--- config.mk ---
export PLATFORM = sky130hd
export DESIGN_NAME = data_bus_2to2_8bit
export DESIGN_NICKNAME = d
export VERILOG_FILES = /design/src/rtl/data_bus_pkg.sv /design/src/rtl/bus_mux_2to1.sv /design/src/rtl/data_bus_2to2_8bit.sv
export SDC_FILE = /design/constraint.sdc
export NUM_CORES = 1
export LEC_CHECK = 0
export CORE_AREA = 3 3 48 50
export CTS_CLUSTER_DIAMETER = 150
export CTS_CLUSTER_SIZE = 24
export DETAILED_ROUTE_END_ITERATION = 10
export DIE_AREA = 0 0 51 53
export GPL_TIMING_DRIVEN = 0
export PLACE_DENSITY = 0.8
export SYNTH_ARGS = -nofsm -noshare
export SYNTH_HDL_FRONTEND = slang
export SYNTH_SLANG_ARGS = --single-unit
--- constraint.sdc ---
create_clock -name clk -period 1.97 [get_ports clk]
set_input_delay 0.394 -clock clk [delete_from_list [all_inputs] [get_ports clk]]
set_output_delay 0.394 -clock clk [all_outputs]
set_load 0.02 [all_outputs]
--- src/rtl/data_bus_pkg.sv ---
// -----------------------------------------------------------------------------
// data_bus_pkg
//   Shared definitions for the 2-to-2 data bus crossbar.
//   - DATA_BUS_WIDTH : width of every source/destination bus
//   - SEL_STRAIGHT   : select encoding for pass-through routing
//   - SEL_SWAP       : select encoding for crossed routing
//   - data_bus_t     : bus-wide data type
// -----------------------------------------------------------------------------
package data_bus_pkg;

  localparam int unsigned DATA_BUS_WIDTH = 8;

  localparam logic SEL_STRAIGHT = 1'b0;
  localparam logic SEL_SWAP     = 1'b1;

  typedef logic [DATA_BUS_WIDTH-1:0] data_bus_t;

endpackage : data_bus_pkg

--- src/rtl/bus_mux_2to1.sv ---
// -----------------------------------------------------------------------------
// bus_mux_2to1
//   Combinational WIDTH-bit 2:1 multiplexer used for crossbar routing.
//   Ports:
//     in_a  (in,  WIDTH) : chosen when sel == SEL_STRAIGHT
//     in_b  (in,  WIDTH) : chosen when sel == SEL_SWAP
//     sel   (in,  1)     : routing control
//     out_y (out, WIDTH) : selected bus
// -----------------------------------------------------------------------------
module bus_mux_2to1
  import data_bus_pkg::*;
#(
  parameter int unsigned WIDTH = DATA_BUS_WIDTH
) (
  input  logic [WIDTH-1:0] in_a,
  input  logic [WIDTH-1:0] in_b,
  input  logic             sel,
  output logic [WIDTH-1:0] out_y
);

  // Select between the two source buses; pure bit copy.
  always_comb begin
    out_y = in_a;
    if (sel == SEL_SWAP) begin
      out_y = in_b;
    end else begin
      out_y = in_a;
    end
  end

endmodule : bus_mux_2to1

--- src/rtl/data_bus_2to2_8bit.sv ---
// -----------------------------------------------------------------------------
// data_bus_2to2_8bit
//   Registered 2-input / 2-output bus crossbar. Both source buses are routed
//   either straight through or swapped under one select bit, and the routed
//   result is captured into output registers when in_valid is high.
//   Ports:
//     clk       (in,  1)     : system clock, rising edge
//     rst       (in,  1)     : asynchronous active-high reset
//     data1     (in,  WIDTH) : source bus 1
//     data2     (in,  WIDTH) : source bus 2
//     select    (in,  1)     : 0 = straight, 1 = swap
//     in_valid  (in,  1)     : qualifies data1/data2/select for capture
//     dataOut1  (out, WIDTH) : destination bus 1 (registered)
//     dataOut2  (out, WIDTH) : destination bus 2 (registered)
//     out_valid (out, 1)     : outputs hold a result captured on the last edge
//     swapped   (out, 1)     : select value used for the current outputs
// -----------------------------------------------------------------------------
module data_bus_2to2_8bit
  import data_bus_pkg::*;
#(
  parameter int unsigned WIDTH = DATA_BUS_WIDTH
) (
  input  logic             clk,
  input  logic             rst,
  input  logic [WIDTH-1:0] data1,
  input  logic [WIDTH-1:0] data2,
  input  logic             select,
  input  logic             in_valid,
  output logic [WIDTH-1:0] dataOut1,
  output logic [WIDTH-1:0] dataOut2,
  output logic             out_valid,
  output logic             swapped
);

  logic [WIDTH-1:0] route1_s;
  logic [WIDTH-1:0] route2_s;

  logic [WIDTH-1:0] data_out1_r;
  logic [WIDTH-1:0] data_out2_r;
  logic             out_valid_r;
  logic             swapped_r;

  // Destination 1 takes data1 when straight, data2 when swapped.
  bus_mux_2to1 #(
    .WIDTH (WIDTH)
  ) u_mux_out1 (
    .in_a  (data1),
    .in_b  (data2),
    .sel   (select),
    .out_y (route1_s)
  );

  // Destination 2 takes data2 when straight, data1 when swapped.
  bus_mux_2to1 #(
    .WIDTH (WIDTH)
  ) u_mux_out2 (
    .in_a  (data2),
    .in_b  (data1),
    .sel   (select),
    .out_y (route2_s)
  );

  // Output registers: capture routed buses on in_valid, otherwise hold data
  // and drop out_valid so each result appears as a single-cycle pulse.
  always_ff @(posedge clk or posedge rst) begin
    if (rst) begin
      data_out1_r <= {WIDTH{1'b0}};
      data_out2_r <= {WIDTH{1'b0}};
      out_valid_r <= 1'b0;
      swapped_r   <= 1'b0;
    end else if (in_valid) begin
      data_out1_r <= route1_s;
      data_out2_r <= route2_s;
      out_valid_r <= 1'b1;
      swapped_r   <= select;
    end else begin
      data_out1_r <= data_out1_r;
      data_out2_r <= data_out2_r;
      out_valid_r <= 1'b0;
      swapped_r   <= swapped_r;
    end
  end

  assign dataOut1  = data_out1_r;
  assign dataOut2  = data_out2_r;
  assign out_valid = out_valid_r;
  assign swapped   = swapped_r;

endmodule : data_bus_2to2_8bit

Yosys cells after proc, flatten, opt, wreduce, memory -nomap -nowiden
Cells that the tools add are included.
{ "totals": {"output_inout_bits": 18, "in_bits": 20, "word_cells": 7, "regBits": 18} }
{ "op_classes": {"mux": 3} }
{ "op_table": {"columns": ["operator", "n"], "rows": [
  ["$mux W8", 2],
  ["$mux W1", 1]
]} }

Depth between registers and ports, before layout
Gate-level depths: netlist (run 1).
{ "depth": {"word_depth": 1, "ltp_mapped": 4, "depth_no_buf": 2} }

Hierarchy
Synthesis (run 1) repeated with hierarchy kept, for this count alone.
{ "unflattened": {"hier_cells": 56, "area_unflattened_um2": 977.2} }
{ "modules_own_cells": {"columns": ["module", "instances", "area_per_inst_um2", "cells_each"], "rows": [
  ["data_bus_2to2_8bit", 1, 714.4, 38],
  ["bus_mux_2to1", 2, 131.4, 9]
]} }

Worst setup path after synthesis (run 1)
OpenSTA, ideal clock, no wires.
{ "synth_timing": {"path_type": "in2reg", "startpoint": "input port select", "endpoint": "register swapped_r, in the netlist swapped", "required_time_ns": 1.845, "arrival_ns": 0.906, "path_slack_ns": 0.940, "path_stages": 3, "path_buffers": 2, "cell_sequence": "buf_6 -> buf_12 -> mux2_2"} }
{ "synth_lines": {"columns": ["item", "line", "rtl"], "rows": [
  ["start, declared", "data_bus_2to2_8bit.sv:27", "input logic select,"],
  ["end signal, assigned", "data_bus_2to2_8bit.sv:75", "swapped_r <= select;"],
  ["end signal, assigned", "data_bus_2to2_8bit.sv:80", "swapped_r <= swapped_r;"],
  ["end, declared", "data_bus_2to2_8bit.sv:41", "logic swapped_r;"]
]} }
No word-level cell between the ends.

Worst setup path after layout (run 1)
{ "layout_timing": {"startpoint": "register data_out1_r[0], in the netlist dataOut1[0]", "endpoint": "output port dataOut1[0]"} }
{ "layout_lines": {"columns": ["item", "line", "rtl"], "rows": [
  ["start, declared", "data_bus_2to2_8bit.sv:38", "logic [WIDTH-1:0] data_out1_r;"],
  ["start signal, assigned", "data_bus_2to2_8bit.sv:67", "data_out1_r <= {WIDTH{1'b0}};"],
  ["start signal, assigned", "data_bus_2to2_8bit.sv:72", "data_out1_r <= route1_s;"],
  ["start signal, assigned", "data_bus_2to2_8bit.sv:77", "data_out1_r <= data_out1_r;"],
  ["end, declared", "data_bus_2to2_8bit.sv:29", "output logic [WIDTH-1:0] dataOut1,"]
]} }
No word-level cell between the ends.

==> results by stage, run 1 <==
Die:
- The total core area is 1940 um2.
- Row generation in the floorplan step produced 16 rows.
- The initial utilization of the core area, before any placement, comes to about 42%.
- The die span in y is roughly 53 um.
- The number of I/O pins is 38.
- The die outline width is 51 um.
- The floorplan step defined a die boundary enclosing 2700 um2.

Worst setup path:
- STA classifies the critical path startpoint as a flip-flop.
- The required time reported for the critical path endpoint is roughly 1.6 ns.
- The data arrival time of the worst path is 1.29 ns.
- The total buffers and inverters traversed by the critical path is 1.
- In this design, the largest share of critical-path delay is due to buffers and inverters.
- Along the worst path, the maximum fanout reaches 2.
- Walking the worst path, the cells encountered are clkdlybuf4s50_1.
- The startpoint-to-endpoint class of the critical path is flip-flop to output port.
- The nature of the critical path endpoint is an output port.
- The highest cell delay on the worst timing path is 0.61 ns.
- For this design, the slowest cell found on the critical path is sky130_fd_sc_hd__clkdlybuf4s50_1.

Drt:
- The routed layout has 694 vias.
- The first detailed-routing pass took 4 iterations.
- The detail-routed via count per cell is 4.92.
- The detailed-route wire length per cell is 14.1 um.
- The detail route stage leaves a number of antenna-violating nets equal to 0.
- The total wirelength of the detailed-routed design is approximately 2.0 mm.
- The number of remaining DRC errors is 0.
- The number of DRC markers in iteration 0 is 4.

Pwr:
- The static leakage is approximately 0.00055 uW.
- The power after layout is 908 uW.
- In this run the power density over the cells is between 700 and 800 nW/um2.
- The worst-case IR drop observed on VDD is 0.515 mV.

Layout:
- The library cell used most frequently in the layout, excluding fill and tap cells, is sky130_fd_sc_hd__clkdlybuf4s50_1.
- The area growth from synthesis to layout is 52.7%.
- The count of inserted antenna diode cells is 0.
- The post-route netlist has 9.65% of its cells at a drive strength greater than 1.
- The top cell types in the final layout, fill and taps aside, are sky130_fd_sc_hd__clkdlybuf4s50_1, sky130_fd_sc_hd__dfrtp_1, sky130_fd_sc_hd__mux2i_1, sky130_fd_sc_hd__nor2_1, sky130_fd_sc_hd__a21oi_1.
- In the final design database the tool counted 135 nets.

Clock tree:
- The post-CTS setup repair buffer count is 0.
- In this run the number of H-tree levels came out at 1.
- The worst-skew pair later-pin latency is 0.29 ns.
- The count of instances resized after the clock tree is built is 0.
- The number of clock sinks is 18.
- The maximum buffer depth of the clock tree is 2.
- TritonCTS built the clock tree.
- Clock tree synthesis inserted a total of 3 buffers.
- The clock transition at the register clock pins on the worst setup and hold paths after CTS is 0.11 ns.
- The cts-stage hold buffer count is 0.
- The buffer type at the clock tree root is sky130_fd_sc_hd__clkbuf_4.

Global route:
- The global-route wire length before repair is roughly 3.4 mm.
- The initial antenna violation count came to 0.
- Global routing used between 10% and 20% of the available tracks.
- Entering global routing, the biggest net connects 19 pins.
- The via count of the first global-routing pass was 778.
- The total grt overflow is 0.

Logic synthesis:
- Ranked by total cell area, the synthesized netlist is headed by sky130_fd_sc_hd__dfrtp_1, sky130_fd_sc_hd__mux2i_1, sky130_fd_sc_hd__a21oi_1.
- The fraction of post-synthesis cell area in the top cell type by area is 55.1%.
- After synthesis, the netlist uses 9 different library cells.
- The warning count from the yosys run is 0.
- The synthesized design spends more area on one cell type than any other, namely sky130_fd_sc_hd__dfrtp_1.
- The number of nets produced by synthesis is 94.
- After synthesis, flip-flops and latches occupy a little under three fifths of the total area.
- The synthesized area per cell is 11.0 um2.
- Synthesis handed over a netlist of 74 instances.
- The flop and latch count out of synthesis is 18.
- The netlist area before placement is 817 um2.

STA:
- The final hold violation count came to 0.
- The setup-violating endpoint count in the final report is 0.
- For the pin with the worst max-slew slack, the measured transition is between 0.6 and 0.7 ns.
- The count of pins over their slew limit is 0.
- The clock period minus worst slack is about 1.7 ns.
- The clock arrives with 0 ns of skew.
- Setup repair after global routing left no endpoint under its margin.
- The highest attainable clock frequency is 595 MHz.
- The setup TNS is 0 ns.
- In this run the tightest slew margin relative to its limit is a little over half.
- The final critical-path share of the clock period is between 80 and 90%.

Outcome:
- The flow ran to the end, and the final reports show no timing, DRC or antenna violations.

Worst hold path:
- The path type of the worst min-delay path is input pin to flip-flop.

Run:
- Across the run, the number of max-cap violations was 0.

Place:
- The routability congestion estimate is 0.676.
- Summed over all nets, the half-perimeter wirelength after detailed placement is 1.50 mm.
- The count of input and output buffers is 36.
[sequential cells by signal, summed over array words and instances, names as in the netlist]
register / count
dataOut2: 8
dataOut1: 8
swapped: 1
out_valid: 1
[cells in the mapped netlist]
library cell,instances
sky130_fd_sc_hd__buf_12,1
sky130_fd_sc_hd__inv_1,1
sky130_fd_sc_hd__nor2_1,16
sky130_fd_sc_hd__buf_2,4
sky130_fd_sc_hd__mux2_2,1
sky130_fd_sc_hd__buf_6,1
sky130_fd_sc_hd__a21oi_1,16
sky130_fd_sc_hd__mux2i_1,16
sky130_fd_sc_hd__dfrtp_1,18
[metal layers]
layer	vias to the layer above	global-route usage [%]	part of all wire, %	wire, um
li1	334	-	-	-
met1	340	17.8	41	821
met2	20	32.8	53	1060
met3	0	3.66	5.1	101
met4	0	4.48	0	0
met5	-	0	0	0
[final timing paths]
| check | from | endpoint | slack [ns] | cells after the start |
|---|---|---|---|---|
| max in group asynchronous | rst | dataOut1[3] | 1.03 | 2 |
| max reg2reg | swapped | swapped | 1.22 | 1 |
| max | dataOut1[0] | dataOut1[0] | 0.29 | 1 |
| min reg2reg | swapped | swapped | 0.53 | 1 |
| min | select | dataOut2[2] | 0.48 | 3 |
| min in group asynchronous | rst | dataOut1[1] | 0.50 | 2 |
[cell type report]
type,instances,area (um2)
fill,165,694
multi-input combinational,49,312
buffer,6,51.3
inverter,1,3.75
sequential,18,450
clock buffer,4,36.3
timing repair buffer,36,360
tap,27,33.8
[cells by family after synthesis]
group	Yosys count	synth area share, %
compound gates	16	9.80
flops	18	55.1
mux	17	21.0
simple gates	16	7.35
buf+inv	7	6.74
[where the power goes]
group	total [uW]	internal [uW]	switching [uW]
clock	223	112	111
sequential	429	407	21.7
combinational	257	134	122
[metrics by stage]
| step | cell area, um2 | util [%] | setup slack [ns] | instances | hold slack [ns] |
|---|---|---|---|---|---|
| 2_1_floorplan | 817 | - | 0.940 | 74 | 0.333 |
| 3_3_place_gp | 1210 | 62.4 | 0.466 | 137 | 0.493 |
| 3_5_place_dp | 1210 | 62.4 | 0.421 | 137 | 0.511 |
| 4_1_cts | 1250 | 64.2 | 0.273 | 141 | 0.472 |
| 5_1_grt | 1250 | 64.2 | 0.242 | 141 | 0.474 |
| 6_report | 1250 | 64.2 | 0.289 | 141 | 0.479 |
(Power assumes the default switching activity.)
==> run 2, diff against run 1 <==
--- a/config.mk
+++ b/config.mk
@@ -11,7 +11,7 @@
 export DETAILED_ROUTE_END_ITERATION = 10
 export DIE_AREA = 0 0 51 53
 export GPL_TIMING_DRIVEN = 0
-export PLACE_DENSITY = 0.8
+export PLACE_DENSITY_LB_ADDON = 0.15
 export SYNTH_ARGS = -nofsm -noshare
 export SYNTH_HDL_FRONTEND = slang
 export SYNTH_SLANG_ARGS = --single-unit
==> results by stage, run 2 (synthesis gave the netlist of run 1 again) <==
STA:
- The highest attainable clock frequency came to 594 MHz (-0.17%).
- The setup-violating endpoint count in the final report is 0 (unchanged).
- Setup repair after global routing left no endpoint under its margin.
- The count of pins over their slew limit is 0 (unchanged).
- The clock period minus worst slack is 1.68 ns (+0.00279 ns).
- The headroom to the max-slew limit is 53.2% (-1.2 points).
- The clock tree skew after final layout is 0 ns (unchanged).
- The worst hold slack after final layout is 0.489 ns (+0.00997 ns).
- The transition at the pin with the smallest max-transition slack is 0.701 ns (+0.0175 ns).
- The setup TNS came to 0 ns (unchanged).
- The final hold violation count was 0 (unchanged).
- The final critical-path share of the clock period was 85.5% (+0.14 points).

Drt:
- The detailed-route wire length per cell came to 13.7 um (-2.4%).
- The detailed-routing iteration count for the pre-antenna-repair pass is 4 (unchanged).
- The total wirelength of the detailed-routed design was 1.94 mm (-2.4%).
- The residual antenna-violating net count after detailed routing is 0 (unchanged).
- The total vias in the final route is 678 (-2.3%).
- The detail-routed via count per cell is 4.81 (-2.3%).
- The number of DRC markers in iteration 0 is 7 (+3).
- The number of remaining DRC errors is 0 (unchanged).

Layout:
- The number of nets in the finished design is 135 (unchanged).
- Leaving out fill and tap cells, the most frequent cells in the layout are sky130_fd_sc_hd__clkdlybuf4s50_1, sky130_fd_sc_hd__dfrtp_1, sky130_fd_sc_hd__mux2i_1, sky130_fd_sc_hd__nor2_1, sky130_fd_sc_hd__a21oi_1.
- The count of inserted antenna diode cells came to 0 (unchanged).
- The commonest non-fill, non-tap cell in the layout is sky130_fd_sc_hd__clkdlybuf4s50_1.
- The relative area change from synthesis to final layout is 52.7% (unchanged).
- The fraction of layout instances using a drive strength above 1 is 9.65% (unchanged).
- The core occupancy in the finished layout came to 64.2% (unchanged).

Global route:
- The global routing usage summed across all routing layers is 15.6% (-1.2 points).
- The maximum number of pins on one net before global-route repair is 19 (unchanged).
- The global-route wire length before repair is 3.13 mm (-8.5%).
- The total grt overflow came to 0 (unchanged).
- The initial antenna violation count is 0 (unchanged).
- The via count of the first global-routing pass was 707 (-9.1%).

Worst setup path:
- The highest cell delay on the worst timing path came to 0.62 ns (about the same).
- The critical path startpoint category is a flip-flop.
- The instance count on the critical path is 1 (unchanged).
- The length in cells of the worst reg-to-reg path is 1 (unchanged).
- The most critical setup path has its startpoint at dataOut2[1].
- The largest individual stage delay along the critical path comes from the cell sky130_fd_sc_hd__clkdlybuf4s50_1.
- The total buffers and inverters traversed by the critical path is 1 (unchanged).
- The data arrival time of the worst path came to 1.29 ns (about the same).
- The required time reported for the critical path endpoint was 1.58 ns (about the same).
- The maximum fanout count along the critical path came to 2 (unchanged).
- The family of cells with the greatest summed delay on the critical path is buffers and inverters.
- The nature of the critical path endpoint is an output port.
- Traced cell by cell, the critical path runs through clkdlybuf4s50_1.
- In this run the critical register-to-register path is launched from swapped.
- The critical path is of the flip-flop to output port type.

Die:
- The number of I/O pins is 38 (unchanged).
- The number of rows in the core area is 16 (unchanged).
- The die span in y came to 53 um (unchanged).
- The total core area is 1940 um2 (unchanged).
- The full die area is 2700 um2 (unchanged).
- The die outline width is 51 um (unchanged).
- The initial standard-cell utilization of the core is 42.1% (unchanged).

Clock tree:
- The worst-skew pair later-pin latency came to 0.28 ns (about the same).
- The number of clock sinks is 18 (unchanged).
- TritonCTS built the clock tree.
- The cts-stage hold buffer count is 0 (unchanged).
- The count of instances resized after the clock tree is built is 0 (unchanged).
- The total clock buffers created by CTS is 3 (unchanged).
- The deepest level of the CTS H-tree is 1 (unchanged).
- The maximum buffer depth of the clock tree came to 2 (unchanged).
- The post-CTS setup repair buffer count came to 0 (unchanged).
- The clock transition at the register clock pins on the worst setup and hold paths after CTS was 0.10 ns (about the same).
- The tree is rooted in a sky130_fd_sc_hd__clkbuf_4.

Place:
- The HPWL reported at the end of detailed placement is 1.41 mm (-5.6%).
- The routability congestion estimate is 0.734 (+8.5%).
- The count of input and output buffers is 36 (unchanged).

Run:
- The number of violations of the max-capacitance limit is 0 (unchanged).

Outcome:
- The run finished with clean final reports.

Worst hold path:
- In this run the most critical hold path is launched from select.
- The path class of the tightest hold or removal check is input pin to flip-flop.
- The number of cells on the worst hold path is 3 (unchanged).

Pwr:
- The static leakage is 0.000553 uW (unchanged).
- The power per cell area came to 726 nW/um2 (-0.32%).
- The maximum resistive drop on vdd is 0.539 mV (+4.6%).
==> run 2: cell type report <==
cell class / instances / area (um2)
sequential: 18 / 450
clock buffer: 4 / 36.3
fill: 182 / 694
multi-input combinational: 49 / 312
timing repair buffer: 36 / 360
buffer: 6 / 51.3
tap: 27 / 33.8
inverter: 1 / 3.75
==> run 2: per-layer routing <==
layer	vias to the layer above	global-route usage, %	wire length (um)
met2	19	28.1	988
met3	2	1.97	88
met4	0	6.73	14
li1	335	-	-
met1	322	18.4	844
met5	-	0	0
==> run 2: where the power goes <==
part           internal, uW  switching (uW)
Combinational           134             121
Clock                   112             110
Sequential              407            21.2
Total                   654             252
==> run 2: path summary, 6_finish.rpt <==
path	slack, ns	endpoint
worst max-delay path	0.29	dataOut2[1]
worst min-delay path	0.49	dataOut2[1]
worst max register to register	1.21	swapped
worst min register to register	0.53	dataOut1[5]
max in group asynchronous	1.02	dataOut1[6]
min in group asynchronous	0.51	dataOut1[2]
==> run 2: metrics by stage <==
stage	cell area, um2	cells	setup WS, ns	total power (uW)
after floorplan	817	74	0.940	557
after global placement	1210	137	0.445	688
after detailed placement	1210	137	0.390	692
after CTS	1250	141	0.273	919
after global routing	1250	141	0.237	952
final	1250	141	0.287	905
==> variant 1: new RTL, settings of run 1 <==
Set the package constant `DATA_BUS_WIDTH` to 6 (it was 8).
--- a/src/rtl/data_bus_pkg.sv
+++ b/src/rtl/data_bus_pkg.sv
@@ -8,7 +8,7 @@
 // -----------------------------------------------------------------------------
 package data_bus_pkg;
 
-  localparam int unsigned DATA_BUS_WIDTH = 8;
+  localparam int unsigned DATA_BUS_WIDTH = 6;
 
   localparam logic SEL_STRAIGHT = 1'b0;
   localparam logic SEL_SWAP     = 1'b1;
Ports: changed (resized data1, data2, dataOut1 and dataOut2); port bits go from 38 to 30. The function was not compared with the original's and may differ.
==> variant 1 against run 1 <==
  * First-iteration DRC count unchanged
  * Design area shrank 22%
  * Worst setup slack improved by 0.030 ns
  * Area after synthesis down 22%
  * Wire length is 22% lower
  * Via count decreased by 22%
  * Total power decreased by 25%
  * Sequential share of layout area is 0.12 points lower
  * Sequential cell count shrank 4
  * Sequential power down 23%
  * Count of clock-buffer cells in the layout fell by 1
  * Critical endpoint is now dataOut1[2]
  * Highest routed layer is now met4
==> variant 1: results (changes against run 1) <==
Clk Latency, worst-skew pair 0.27 ns (was 0.29 ns); share of cells above drive strength 1 10.2% (was 9.65%); first-pass GRT wire length 2.51 mm (was 3.42 mm); status complete, no violations (unchanged); vias 538 (was 694); non-filler cells, final 115 (was 141); Post-Place Cell Area 951 um^2 (was 1210 um^2); worst vdd ir 0.261 mV (was 0.515 mV); Clock transition at path regs 0.08 ns (was 0.11 ns); Setup WS pre-CTS 0.408 ns (was 0.421 ns); slowest CP cell clkdlybuf4s50_1 (unchanged); gr usage total 12.8% (was 16.7%); PortBufs 28 (was 36); Worst Hold Class in -> async (was in -> reg); Unique masters post-synth 9 (unchanged); First-pass DRT Iterations 4 (unchanged); Mapped Cells 57 (was 74); sequential area share after synthesis 55.0% (was 55.1%); worst-path fanout max 2 (unchanged); syn_nets 73 (was 94); commonest cells in the netlist 14 x dfrtp_1, 12 x a21oi_1, 12 x mux2i_1, 12 x nor2_1, 3 x buf_2 (was 18 x dfrtp_1, 16 x a21oi_1, 16 x mux2i_1, 16 x nor2_1, 4 x buf_2); Placer Congestion 0.696 (was 0.676); CP top delay family buffers and inverters (unchanged); top cells by area, synth dfrtp_1 55%, mux2i_1 19%, a21oi_1 9.4% (was dfrtp_1 55%, mux2i_1 20%, a21oi_1 9.8%); Detailed Place HPWL 1.22 mm (was 1.50 mm); Pint 0.492 mW (was 0.654 mW); LEAKAGE 0.429 nW (was 0.553 nW); Total Wirelength 1.54 mm (was 1.98 mm); Post-CTS Setup Bufs 0 (unchanged); largest net degree at the start of global routing 15 (was 19); critical path data arrival time 1.26 ns (was 1.29 ns); number of global-route vias before repair 584 (was 778); Max-Slew Margin vs Limit 66.1% (was 54.4%); placed cells 112 (was 137)
[variant 1: changes by cell type after synthesis, sizes merged]
| cell | before | now |
|---|---|---|
| a21oi | 16 | 12 |
| mux2i | 16 | 12 |
| nor2 | 16 | 12 |
| buf | 6 | 5 |
| dfrtp | 18 | 14 |
[variant 1: path summary, 6_finish.rpt]
path | to | startpoint | slack (ns) | cells after the start
max in group asynchronous | out_valid | rst | 1.19 | 2
setup / recovery | dataOut1[2] | dataOut1[2] | 0.32 | 1
hold reg to reg | swapped | swapped | 0.51 | 1
min in group clk | dataOut2[5] | select | 0.47 | 3
hold / removal | dataOut1[0] | rst | 0.44 | 2
setup reg to reg | swapped | swapped | 1.23 | 1
[variant 1: cells by family (layout without fill, tap and decap cells)]
group	after synthesis	in the layout	synth area share [%]
multiplexers	13	13	20.6
AO/OA/AOI/OAI	12	12	9.43
buffers and inverters	6	37	7.86
flip-flops	14	14	55.0
AND/OR/NAND/NOR	12	12	7.07
[variant 1: routing by layer]
metal,GRT usage (%),wire length [um],vias up
li1,-,-,255
met1,13.6,637,253
met2,22.5,767,26
met3,3.10,109,4
met4,8.07,30,0
met5,0,0,-
[variant 1: layout make-up]
type	count	area, um^2
Clock buffer	3	22.5
Timing Repair Buffer	28	280
Tap cell	27	33.8
Fill cell	185	968
Buffer	5	46.3
Sequential cell	14	350
Inverter	1	3.75
Multi-Input combinational cell	37	236
[variant 1: power groups by stage]
stage	Sequential (mW)	Clock (mW)	Combinational [mW]
CTS	0.332	0.158	0.202
detailed placement	0.338	0	0.202
global placement	0.337	0	0.195
finish	0.332	0.153	0.199
global route	0.335	0.162	0.214
floorplan	0.373	0	0.0595
==> variant 2: new RTL, config.mk and constraints of run 1 <==
Made on the original files. Register the output `dataOut1` once more, without a reset; this adds one clock of latency there. The other outputs are not delayed to match. Comments in the files are not updated.
--- a/src/rtl/data_bus_2to2_8bit.sv
+++ b/src/rtl/data_bus_2to2_8bit.sv
@@ -81,7 +81,9 @@
     end
   end
 
-  assign dataOut1  = data_out1_r;
+  always_ff @(posedge clk) begin
+    dataOut1 <= data_out1_r;
+  end
   assign dataOut2  = data_out2_r;
   assign out_valid = out_valid_r;
   assign swapped   = swapped_r;
Formal check against the unedited RTL: not equivalent (a bounded check fails within 4 cycles, from zero or initial values and one cycle with rst high).
==> variant 2 against run 1 <==
  * Total power increased by 36%
  * Design area is 14% higher
  * Wire length is 8.0% higher
  * Area after synthesis up 20%
  * Clock power is 64% higher
  * Worst setup slack lost 0.058 ns
  * Sequential cell count increased by 8
  * Cell count up 5.7%
  * Critical path type unchanged
  * Largest cell class unchanged
==> variant 2: results (changes against run 1) <==
hold path cells 0 (was 3); Max-Slew Margin vs Limit 54.0% (was 54.4%); number of global-route vias before repair 797 (was 778); Unique masters post-synth 10 (was 9); share of cells above drive strength 1 9.02% (was 9.65%); Placer Congestion 0.713 (was 0.676); WL/cell 14.4 um (was 14.1 um); vias 742 (was 694); DR iter-0 viols 11 (was 4); status complete, no violations (unchanged); commonest cells in the netlist 18 x dfrtp_1, 16 x a21oi_1, 16 x mux2i_1, 16 x nor2_1, 8 x dfxtp_1 (was 18 x dfrtp_1, 16 x a21oi_1, 16 x mux2i_1, 16 x nor2_1, 4 x buf_2); sequential area share after synthesis 62.5% (was 55.1%); syn_nets 102 (was 94); critical path data arrival time 1.34 ns (was 1.29 ns); Post-Place Cell Area 1370 um^2 (was 1210 um^2); worst vdd ir 0.623 mV (was 0.515 mV); Clk Latency, worst-skew pair 0.32 ns (was 0.29 ns); CTS Sinks 26 (was 18); placed cells 145 (was 137); Clock transition at path regs 0.15 ns (was 0.11 ns); Synth Cell Area 977 um^2 (was 817 um^2); Final Skew 0.0125 ns (was 0 ns); CLK BUF 3 (was 4); Mapped Cells 82 (was 74); top cells by area, synth dfrtp_1 46%, dfxtp_1 16%, mux2i_1 16% (was dfrtp_1 55%, mux2i_1 20%, a21oi_1 9.8%); nets@finish 143 (was 135); Detailed Place HPWL 1.61 mm (was 1.50 mm); non-clk buf share 28.9% (was 33.0%)
[variant 2: cells by family after synthesis]
logic type | share of synthesized area, %
muxes | 17.5
AOI/OAI and AO/OA | 8.19
DFF | 62.5
and+or+nand+nor | 6.15
buffers and inverters | 5.63
[variant 2: path summary, 6_finish.rpt]
path / from / to / slack (ns)
worst max register to register: swapped / swapped / 1.23
worst max-delay path: dataOut2[0] / dataOut2[0] / 0.23
worst min-delay path: data_out1_r[3] / dataOut1[3] / 0.38
min in group asynchronous: rst / dataOut2[1] / 0.46
worst min register to register: data_out1_r[3] / dataOut1[3] / 0.38
max in group asynchronous: rst / out_valid / 1.07
[variant 2: routing by layer]
metal	vias up	share of wire [%]	track usage (%)
met5	-	0	0
met4	0	0.84	6.73
met3	2	5.0	3.10
met2	22	53	31.8
met1	360	41	21.8
li1	358	-	-
[variant 2: power by group]
group          leakage (nW)  internal [mW]  total [mW]  switching (mW)
clock                0.0279          0.206       0.365           0.159
sequential            0.269          0.587       0.612          0.0254
combinational         0.330          0.135       0.257           0.122
